File: config.mk
export PLATFORM = sky130hd
export DESIGN_NAME = rr_arbiter_8
export DESIGN_NICKNAME = d
export VERILOG_FILES = /design/src/rtl/arb_pkg.sv /design/src/rtl/rr_pick8.sv /design/src/rtl/rr_arbiter_8.sv
export SDC_FILE = /design/constraint.sdc
export NUM_CORES = 1
export LEC_CHECK = 0
export ABC_AREA = 1
export CAP_MARGIN = 5
export CORE_ASPECT_RATIO = 0.6
export CORE_MARGIN = 10
export CORE_UTILIZATION = 54
export DETAILED_ROUTE_END_ITERATION = 7
export GPL_ROUTABILITY_DRIVEN = 0
export HOLD_SLACK_MARGIN = 0.02
export PLACE_DENSITY_LB_ADDON = 0.25
export SYNTH_ARGS = -nofsm -noshare
export SYNTH_HDL_FRONTEND = slang
export SYNTH_SLANG_ARGS = --single-unit
File: constraint.sdc
create_clock -name clk -period 2.8 [get_ports clk]
set_input_delay 0.84 -clock clk [delete_from_list [all_inputs] [get_ports clk]]
set_output_delay 0.84 -clock clk [all_outputs]
set_load 0.005 [all_outputs]
File: src/rtl/arb_pkg.sv
// Shared types and constants for the 8-way round-robin arbiter.
// Holds the requester count, index width, FSM encoding and a decode helper.
package arb_pkg;

    localparam int NREQ = 8;
    localparam int IDXW = 3;

    typedef enum logic {
        IDLE  = 1'b0,
        GRANT = 1'b1
    } arb_state_t;

    function automatic logic [NREQ-1:0] idx2hot(input logic [IDXW-1:0] idx);
        logic [NREQ-1:0] v;
        v = '0;
        v[idx] = 1'b1;
        return v;
    endfunction

endpackage

File: src/rtl/rr_pick8.sv
// Combinational round-robin pick: first set req bit at or after ptr (mod 8).
// Ports: req[7:0], ptr[2:0] in; found, idx[2:0] out.
module rr_pick8
    import arb_pkg::*;
(
    input  logic [NREQ-1:0] req,
    input  logic [IDXW-1:0] ptr,
    output logic            found,
    output logic [IDXW-1:0] idx
);

    logic [NREQ-1:0] rot;
    logic [IDXW-1:0] off;

    // Rotate so that requester ptr lands on bit 0.
    assign rot = NREQ'({req, req} >> ptr);

    // Lowest set bit of the rotated vector wins.
    always_comb begin
        off   = '0;
        found = 1'b0;
        for (int k = NREQ - 1; k >= 0; k--) begin
            if (rot[k]) begin
                off   = IDXW'(k);
                found = 1'b1;
            end
        end
    end

    assign idx = ptr + off;

endmodule

File: src/rtl/rr_arbiter_8.sv
// Round-robin arbiter for 8 requesters with registered one-hot grant and hold timeout.
// Ports: clk, rst_n, en, req[7:0], done in; gnt[7:0], gnt_idx[2:0], gnt_valid, timeout out.
module rr_arbiter_8
    import arb_pkg::*;
#(
    parameter int MAX_HOLD = 16,
    parameter int HOLD_EN  = 1
) (
    input  logic            clk,
    input  logic            rst_n,
    input  logic            en,
    input  logic [NREQ-1:0] req,
    input  logic            done,
    output logic [NREQ-1:0] gnt,
    output logic [IDXW-1:0] gnt_idx,
    output logic            gnt_valid,
    output logic            timeout
);

    localparam logic [7:0] HOLD_LAST = 8'(MAX_HOLD - 1);

    arb_state_t      state_q, state_d;
    logic [IDXW-1:0] ptr_q, ptr_d;
    logic [IDXW-1:0] idx_q, idx_d;
    logic [7:0]      cnt_q, cnt_d;
    logic [NREQ-1:0] gnt_q, gnt_d;
    logic            to_q, to_d;

    logic            found;
    logic [IDXW-1:0] pick;
    logic            expire;
    logic            rel;

    rr_pick8 u_pick (
        .req   (req),
        .ptr   (ptr_q),
        .found (found),
        .idx   (pick)
    );

    assign expire = (HOLD_EN != 0) && (cnt_q == HOLD_LAST);
    assign rel    = done || !req[idx_q];

    always_comb begin
        state_d = state_q;
        ptr_d   = ptr_q;
        idx_d   = idx_q;
        cnt_d   = cnt_q;
        gnt_d   = gnt_q;
        to_d    = 1'b0;
        unique case (state_q)
            IDLE: begin
                if (en && found) begin
                    state_d = GRANT;
                    idx_d   = pick;
                    gnt_d   = idx2hot(pick);
                    cnt_d   = '0;
                end
            end
            GRANT: begin
                if (rel || expire) begin
                    state_d = IDLE;
                    gnt_d   = '0;
                    ptr_d   = idx_q + IDXW'(1);
                    // Timeout flags only a release forced by the hold limit.
                    to_d    = expire && !rel;
                end else begin
                    cnt_d = cnt_q + 8'd1;
                end
            end
            default: state_d = IDLE;
        endcase
    end

    always_ff @(posedge clk or negedge rst_n) begin
        if (!rst_n) begin
            state_q <= IDLE;
            ptr_q   <= '0;
            idx_q   <= '0;
            cnt_q   <= '0;
            gnt_q   <= '0;
            to_q    <= 1'b0;
        end else begin
            state_q <= state_d;
            ptr_q   <= ptr_d;
            idx_q   <= idx_d;
            cnt_q   <= cnt_d;
            gnt_q   <= gnt_d;
            to_q    <= to_d;
        end
    end

    assign gnt       = gnt_q;
    assign gnt_idx   = idx_q;
    assign gnt_valid = (state_q == GRANT);
    assign timeout   = to_q;

endmodule
==> flow_metrics.py <==
metrics = {
    "yosys": {
        "synthCells": 244,
        "synth-seq-cells": 24,
        "ys_warn_count": 0,
        "ys_seq_area_share_pct": 33.8,
        "synth.area.top_cells": "dfrtp_1, nand2_1, nand3_1",
        "avgSynthCellArea_um2": 7.28,
        "synth_edf_count": 0,
        "ys.flop_type": "dfrtp_1",
        "synth.top_cell.area_share_pct": 33.8,
        "yosysTopAreaCell": "dfrtp_1",
        "netlist_area_um2": 1780,
        "synth_fp_nets": 260,
        "synth-async-reset-ratio_pct": 100,
        "yosysUniqueCellTypes": 35,
    },
    "critical_path": {
        "cp_max_fo": 5,
        "worstPathArrival_ps": 3090,
        "critPathKind": "input port to flip-flop",
        "reg2reg_slack_ps": -50,
        "crit_required_ps": 3010,
        "cp-end-kind": "flip-flop",
        "cp-start-kind": "input port",
    },
    "clocking": {
        "clk_latency_ps": 260,
        "hold_buffers": 0,
        "cts_tree": "done",
        "clock-sinks": 24,
        "cts.path.max_buffers": 2,
        "cts_buffers": 3,
        "clk_pin_slew_ps": 80,
        "cts-root-buf": "clkbuf_8",
        "htreeDepth": 1,
    },
    "global_routing": {
        "grt_pass1_wl_um": 7480,
        "grt_max_degree": 25,
        "grt_usage_pct": 14.9,
        "antenna_found_initial": 0,
        "grt_pass1_vias": 1595,
        "grt_overflow_total": 0,
    },
    "floorplanning": {
        "fp.dieH_um": 64.4,
        "top_level_ports": 25,
        "die_w_um": 94.1,
        "core_um2": 3200,
        "die-area_um2": 6060,
        "num_rows": 16,
        "initial_core_util_pct": 55.5,
    },
    "timing": {
        "hold_violations": 0,
        "setup_violations": 9,
        "hold_ws_ps": 527,
        "fin_skew_ps": 2.29,
        "fmaxAchievable_ghz": 0.346,
        "grt_setup_unrepaired": "true",
        "relSlewSlack_pct": 76.3,
        "layout_setup_ws_ps": -86.3,
        "worst_pin_slew_ps": 353,
        "fin_crit_sh_pct": 103,
        "slew_viol_final": 0,
        "fin_crit_ps": 2890,
    },
    "route": {
        "vias": 1856,
        "route.met2.wl_um": 2510,
        "drt_first_iter_violations": 160,
        "drtPass1Iterations": 4,
        "wl_met1_um": 2250,
        "wire_per_inst_um": 15.9,
        "wl_met3_um": 593,
        "drc": 0,
        "ant_nets": 0,
        "top_layer": "met4",
        "via_per_inst": 5.41,
        "wl_um": 5440,
    },
    "run": {
        "maxCapViolCount": 0,
    },
    "run_status": {
        "status": "finished, violations left",
        "violations": "negative setup slack",
    },
    "layout": {
        "drive_gt1_share_pct": 36.9,
        "antenna-diode-count": 0,
        "design_area_um2": 2570,
        "nFillCells": 201,
        "area_growth_pct": 44.8,
        "layout_common_cells": "nand2_1, buf_4, nand3_1",
        "multi_input_area_um2": 1260,
        "final_common_cell": "nand2_1",
        "register_area_um2": 603,
        "fin_cells": 343,
        "nets": 315,
    },
    "placement": {
        "placed_area_um2": 2160,
        "pre_cts_slack_ps": -736,
        "io_buffers": 24,
        "place_inst": 326,
        "dp_hpwl_um": 3410,
    },
    "power": {
        "power.density_nw_per_um2": 1330,
        "ir_worst_vdd_v": 0.000947,
        "finalPower_uw": 3430,
        "p_leak_uw": 0.00127,
    },
    "min_path": {
        "hold_path_class": "flip-flop to flip-flop",
    },
}
==> metrics by stage <==
stage | TNS [ps] | util [%]
2_1_floorplan | 0 | -
3_3_place_gp | -6870 | 67.5
3_5_place_dp | -7030 | 67.5
4_1_cts | 0 | 71.4
5_1_grt | -1920 | 80.3
6_report | -493 | 80.3
==> where the power goes <==
part	total (uW)	internal (uW)	leakage, uW	switching (uW)
registers	594	450	0.000317	144
logic	2540	1110	0.000922	1430
clock network	297	191	0.0000357	106
total	3430	1750	0.00127	1680
==> critical path, stage by stage <==
cell	delay, ps
buf_6	100
nand2_4	70
nand3_4	90
nand2_2	100
nand2_1	60
nand2_2	90
a21oi_2	70
o21ai_2	120
nand2_2	60
a21boi_2	110
ha_2	180
inv_2	40
fa_2	380
xor2_1	240
inv_1	90
nand3_2	90
nand2_4	100
nor2_4	130
nand2_1	50
nand2_1	60
==> layer usage <==
layer	vias to the layer above	track usage [%]
met2	93	21.6
met3	13	5.98
met4	0	0.943
met5	-	0
met1	841	21.2
li1	909	-
==> flip-flops by register name, summed over array words and instances (netlist names) <==
register / count
ptr_q: 3
gnt: 8
gnt_valid: 1
cnt_q: 8
gnt_idx: 3
timeout: 1
==> area by class of cell <==
| cell class | count | area share, % |
|---|---|---|
| Multi-Input combinational cell | 198 | 49.2 |
| Sequential cell | 24 | 23.4 |
| Timing Repair Buffer | 56 | 19.7 |
| Inverter | 16 | 2.72 |
| Tap cell | 45 | 2.19 |
| Clock buffer | 3 | 1.61 |
| Clock inverter | 1 | 1.17 |
==> synth_stat cells, types with 2 or more instances <==
cell and count:
xor2_1 4, a21oi_1 2, nand3_2 6, nand3_1 35, nand2_4 2, inv_1 13
o21ai_1 6, nor2_4 2, buf_2 2, o21ai_2 3, xnor2_1 3, dfrtp_1 24
nand2_1 77, buf_6 2, nand4_1 3, nand2_2 11, ha_1 3, nor2_1 22
o21ai_0 8
==> final timing paths <==
check | start | endpoint | depth (start not counted)
max in group asynchronous | rst_n | ptr_q[1]$_DFFE_PN0P_ | 2
min | gnt[4]$_DFFE_PN0P_ | gnt[4]$_DFFE_PN0P_ | 2
min reg2reg | gnt[4]$_DFFE_PN0P_ | gnt[4]$_DFFE_PN0P_ | 2
min in group asynchronous | rst_n | cnt_q[4]$_DFFE_PN0P_ | 2
max reg2reg | ptr_q[0]$_DFFE_PN0P_ | gnt[4]$_DFFE_PN0P_ | 20
max | req[1] | gnt[4]$_DFFE_PN0P_ | 20
==> repair_timing <==
action | 4_1_cts | 5_1_grt
setup endpoints to repair | 10 | 9
buffers inserted | 5 | 8
gates resized for setup | 53 | 55
pin swaps | 17 | 22
==> logic make-up after synthesis <==
logic type	count (synthesis)	share of synthesized area, %
flops	24	33.8
compound gates	23	7.89
xor+xnor	7	3.45
simple gates	164	44.7
buf+inv	22	6.90
fa+ha+maj	4	3.24
Power figures use the tool's default switching activity.
